$ cat src/rtl/commit_queue.sv
// Commit queue: per-FU 2-entry result FIFOs drained into COMMIT_WIDTH ROB
// commit slots each cycle by a rotating-priority arbiter.
module commit_queue #(
  parameter int unsigned FU_NUM       = 4,
  parameter int unsigned COMMIT_WIDTH = 2,
  parameter int unsigned PREG_BITS    = 6,
  parameter int unsigned DATA_BITS    = 64
) (
  input  logic                                     clk,
  input  logic                                     reset,
  input  logic                                     flush,
  input  logic [FU_NUM-1:0]                        fu_valid,
  output logic [FU_NUM-1:0]                        fu_ready,
  input  logic [FU_NUM-1:0][PREG_BITS-1:0]         fu_dst,
  input  logic [FU_NUM-1:0][DATA_BITS-1:0]         fu_data,
  output logic [COMMIT_WIDTH-1:0]                  commit_valid,
  output logic [COMMIT_WIDTH-1:0][PREG_BITS-1:0]   commit_dst,
  output logic [COMMIT_WIDTH-1:0][DATA_BITS-1:0]   commit_data,
  output logic [31:0]                              commit_count
);

  localparam int unsigned RR_W = (FU_NUM > 1) ? $clog2(FU_NUM) : 1;

  typedef struct packed {
    logic [PREG_BITS-1:0] dst;
    logic [DATA_BITS-1:0] data;
  } entry_t;

  entry_t                                 mem_q [FU_NUM][2];
  logic [1:0]                             cnt_q [FU_NUM];
  logic [1:0]                             cnt_d [FU_NUM];
  logic [FU_NUM-1:0]                      head_q, head_d;
  logic [FU_NUM-1:0]                      ready_q, ready_d;
  logic [FU_NUM-1:0]                      push, taken, tail;
  logic [RR_W-1:0]                        rr_q, rr_d;
  logic [COMMIT_WIDTH-1:0]                grant_vld;
  logic [COMMIT_WIDTH-1:0]                valid_q, valid_d;
  logic [COMMIT_WIDTH-1:0][PREG_BITS-1:0] dst_q, dst_d;
  logic [COMMIT_WIDTH-1:0][DATA_BITS-1:0] data_q, data_d;
  logic [31:0]                            count_q, count_d;
  logic [RR_W-1:0]                        pick, last, p;
  logic                                   found, any;

  // Rotating arbiter: slot k takes the k-th non-empty FIFO counting from rr.
  always_comb begin
    taken     = '0;
    grant_vld = '0;
    dst_d     = '0;
    data_d    = '0;
    last      = rr_q;
    any       = 1'b0;
    found     = 1'b0;
    pick      = '0;
    p         = '0;
    for (int k = 0; k < COMMIT_WIDTH; k++) begin
      found = 1'b0;
      pick  = '0;
      for (int j = 0; j < FU_NUM; j++) begin
        p = RR_W'((32'(rr_q) + 32'(j)) % FU_NUM);
        if (!found && (cnt_q[p] != 2'd0) && !taken[p]) begin
          found = 1'b1;
          pick  = p;
        end
      end
      if (found) begin
        taken[pick]  = 1'b1;
        grant_vld[k] = 1'b1;
        dst_d[k]     = mem_q[pick][head_q[pick]].dst;
        data_d[k]    = mem_q[pick][head_q[pick]].data;
        last         = pick;
        any          = 1'b1;
      end
    end
  end

  // FIFO bookkeeping, pointer rotation and flush.
  always_comb begin
    push    = '0;
    tail    = '0;
    head_d  = head_q;
    ready_d = ready_q;
    valid_d = flush ? '0 : grant_vld;
    rr_d    = any ? RR_W'((32'(last) + 32'd1) % FU_NUM) : rr_q;
    count_d = count_q + 32'($countones(valid_d));
    for (int i = 0; i < FU_NUM; i++) begin
      push[i]   = fu_valid[i] & ready_q[i] & ~flush;
      tail[i]   = head_q[i] ^ cnt_q[i][0];
      cnt_d[i]  = cnt_q[i] + 2'(push[i]) - 2'(taken[i]);
      head_d[i] = head_q[i] ^ taken[i];
    end
    if (flush) begin
      for (int i = 0; i < FU_NUM; i++) cnt_d[i] = 2'd0;
      head_d = '0;
      rr_d   = '0;
    end
    for (int i = 0; i < FU_NUM; i++) ready_d[i] = ~cnt_d[i][1];
  end

  always_ff @(posedge clk or posedge reset) begin
    if (reset) begin
      for (int i = 0; i < FU_NUM; i++) cnt_q[i] <= 2'd0;
      head_q  <= '0;
      ready_q <= '1;
      rr_q    <= '0;
      valid_q <= '0;
      dst_q   <= '0;
      data_q  <= '0;
      count_q <= '0;
    end else begin
      for (int i = 0; i < FU_NUM; i++) cnt_q[i] <= cnt_d[i];
      head_q  <= head_d;
      ready_q <= ready_d;
      rr_q    <= rr_d;
      valid_q <= valid_d;
      dst_q   <= dst_d;
      data_q  <= data_d;
      count_q <= count_d;
    end
  end

  // Result storage needs no reset; occupancy counters gate every read.
  always_ff @(posedge clk) begin
    for (int i = 0; i < FU_NUM; i++) begin
      if (push[i]) mem_q[i][tail[i]] <= {fu_dst[i], fu_data[i]};
    end
  end

  assign fu_ready     = ready_q;
  assign commit_valid = valid_q;
  assign commit_dst   = dst_q;
  assign commit_data  = data_q;
  assign commit_count = count_q;

endmodule

$ cat config.mk
export PLATFORM = sky130hd
export DESIGN_NAME = commit_queue
export DESIGN_NICKNAME = d
export VERILOG_FILES = /design/src/rtl/commit_queue.sv
export SDC_FILE = /design/constraint.sdc
export NUM_CORES = 1
export LEC_CHECK = 0
export ABC_AREA = 0
export BUFFER_PORTS_ARGS = -buffer_cell sky130_fd_sc_hd__buf_2
export CELL_PAD_IN_SITES_DETAIL_PLACEMENT = 1
export CELL_PAD_IN_SITES_GLOBAL_PLACEMENT = 2
export CORE_MARGIN = 8
export CORE_UTILIZATION = 37
export CTS_CLUSTER_DIAMETER = 150
export CTS_CLUSTER_SIZE = 25
export DETAILED_ROUTE_END_ITERATION = 16
export GPL_TIMING_DRIVEN = 1
export HOLD_SLACK_MARGIN = 0.08
export PLACE_DENSITY_LB_ADDON = 0.08
export SLEW_MARGIN = 20
export SYNTH_ARGS = -nofsm -noshare
export SYNTH_HDL_FRONTEND = slang
export SYNTH_SLANG_ARGS = --single-unit
$ cat constraint.sdc
create_clock -name clk -period 8.5 [get_ports clk]
set_clock_uncertainty 0.2 [all_clocks]
set_input_delay 0.85 -clock clk [delete_from_list [all_inputs] [get_ports clk]]
set_output_delay 0.85 -clock clk [all_outputs]
set_load 0.02 [all_outputs]
==> flow_summary.json <==
{
  "status": "complete, no violations",
  "hp-class": "input pin to async pin",
  "synthSimpleGateAreaFrac": 0.1570,
  "clockBufferDepth": 3,
  "critPathMaxFanout": 143,
  "cts.sinks": 752,
  "worstMarginPinSlew_ns": 1.360,
  "ys.flop_type": "edfxtp_1",
  "r2r-start": "cnt_q[4]",
  "die-height_um": 315.0,
  "post-route-min-period_ns": 4.716,
  "post_cts_resized": 0,
  "synth_area_leaders": "edfxtp_1, dfrtp_1, nand2_1, a21oi_1, o211ai_1",
  "vias_per_cell": 5.633,
  "synth_seq_area_share": 0.6537,
  "reg2reg_depth": 10,
  "whs_ns": 0.1638,
  "synthesis.nets": 3396,
  "cts_tree": "yes",
  "synth_enable_flop_cells": 560,
  "rsz0062_at_grt": "false",
  "yosysMostFrequentCell": "nand2_1",
  "cap_violations": 0,
  "synthMuxAreaShare": 0.001588,
  "num-fill-cells": 9785,
  "worst-setup-path-type": "register to register",
  "numPortBuffers": 464,
  "syn_area_sq_um": 33080,
  "post_dp_cell_area_sq_um": 36390,
  "netlist-cell-type-count": 50,
  "drv_slew": 0,
  "dpl.hpwl_um": 76360,
  "root_buffer": "clkbuf_16",
  "p_total_uw": 17180,
  "dr.pass1.iters": 5,
  "netlist_instances": 3099,
  "synth_compound_area_frac": 0.1401,
  "drive_gt1_frac": 0.1671,
  "worst_setup_path_end_kind": "register",
  "ys_top_cells_by_count": "nand2_1, edfxtp_1, a21oi_1",
  "final_nets": 3701,
  "worstSetupStartpoint": "cnt_q[4]",
  "rows": 109,
  "critical_path_arrival_ns": 4.98,
  "start_util": 0.3738,
  "tns_ns": 0,
  "synthAdderAreaFrac": 0.004009,
  "stdcell_area_sq_um": 37520,
  "via_count": 25910,
  "fp.coreArea_sq_um": 88510,
  "grt_start_max_net_pins": 204,
  "cts_inserted_buffers": 36,
  "yosysTopAreaCellShare": 0.5083,
  "cts_hold_buf": 0,
  "synth_top_family_by_area": "simple AND/OR/NAND/NOR gates",
  "clk_pin_slew_ns": 0.10,
  "fmax_mhz": 212.0,
  "grt_pass1_wl_um": 185000,
  "max_slew_margin": 0.09340,
  "ys_async_sr_fraction": 0.2553,
  "yosysTopAreaCell": "edfxtp_1",
  "grt_pass1_vias": 27460,
  "areaGrowthSynthToFinish_pct": 13.40,
  "clk_latency_ns": 0.59,
  "place_congestion": 0.8629,
  "p_leak_uw": 0.01520,
  "drcViolationCount": 0,
  "post-cts-setup-buffers": 0,
  "die_area_sq_um": 99240,
  "dr.first_iter.drc_count": 1876,
  "dieWidth_um": 315.0,
  "antenna_found_initial": 21,
  "track_usage": 0.2473,
  "setup-violations-final": 0,
  "p_per_area_nw_per_um2": 458.0,
  "period_share": 0.5548,
  "grt-ovfl-total": 0,
  "ios": 465,
  "vdd_drop_max_mv": 0.6241,
  "ant_nets": 0,
  "wl_um": 126200,
  "wl_per_cell_um": 27.43,
  "htree_levels": 2,
  "cp-start-kind": "register",
  "yosys_warnings": 0,
  "yosys.area_share.xor_xnor": 0.01218,
  "ys_ff_latch": 752,
  "finalHoldViolations": 0,
  "syn-mean-instance-area_sq_um": 10.68,
  "cp.required_ns": 8.77
}
-- per-stage QoR --
| stage | setup WS [ns] | util | instances |
|---|---|---|---|
| final | 3.784 | 0.4239 | 4600 |
| after global routing | 3.492 | 0.4237 | 4595 |
| after CTS | 3.428 | 0.4230 | 4592 |
| after detailed placement | 3.490 | 0.4111 | 4529 |
| after global placement | 3.698 | 0.4111 | 4529 |
| after floorplan | 2.229 | - | 3099 |
-- layer usage --
metal,part of all wire,up-vias,routed length [um],GRT usage
met5,0.00083,-,105,0
met2,0.49,828,61430,0.4213
met1,0.43,13290,53810,0.3299
li1,-,11600,-,-
met4,0.024,16,2971,0.06189
met3,0.062,172,7884,0.03902
-- cell usage in the layout, fill, tap and decap left out, drive strengths merged, types with 62 or more instances in the layout --
cell type and instances:
edfxtp 560, a21oi 430, nand3 153, clkbuf 62, nand2 1074, buf 506
a22oi 70, o211ai 141, dfrtp 188, a221o 71
-- power by group --
part | internal [uW] | switching (uW)
sequential | 4770 | 409
combinational | 2960 | 7020
clock | 838 | 1200
-- state kept, by name, summed over array words and instances, names as in the netlist --
name / cells
head_q: 4
commit_dst: 12
commit_valid: 2
cnt_q: 8
rr_q: 2
commit_count: 32
mem_q: 560
fu_ready: 4
commit_data: 128
-- cell type report --
type	count	area [sq um]	share of cell area
clock inverters	1	30.03	0.0008004
well taps	1165	1458	0.03885
diodes	6	15.01	0.0004002
clock buffers	62	1020	0.02718
inverters	12	52.55	0.001401
flip-flops and latches	752	21630	0.5764
multi-input cells	2096	10580	0.2819
repair buffers	506	2740	0.07304
-- cells by family (layout without fill, tap and decap cells) --
family,after synthesis,count (layout)
buffers and inverters,251,581
xor gates and xnor gates,46,46
DFF,752,752
muxes,5,5
and+or+nand+nor,1299,1299
AOI/OAI and AO/OA,736,736
adders and majority gates,10,10
other,0,6
-- final timing paths --
check                                        end  slack, ns
worst max-delay path             commit_data[69]       3.78
worst min-delay path             commit_data[96]       0.16
worst max register to register   commit_data[69]       3.78
worst min register to register  commit_count[31]       0.27
max in group asynchronous        commit_data[57]       6.45
min in group clk                    mem_q[1][96]       0.23
-- worst max-delay path, stage by stage (launching register included) --
cell and delay, ns:
dfrtp_1 0.49, nor2_1 0.72, nor2_1 0.22, a221oi_2 0.35
o211ai_1 0.21, buf_12 0.40, a21oi_1 0.30, a22o_4 0.31
buf_4 0.81, nand2_1 0.12, a21oi_1 0.39
Note: power is estimated with default switching activity, not from simulation.
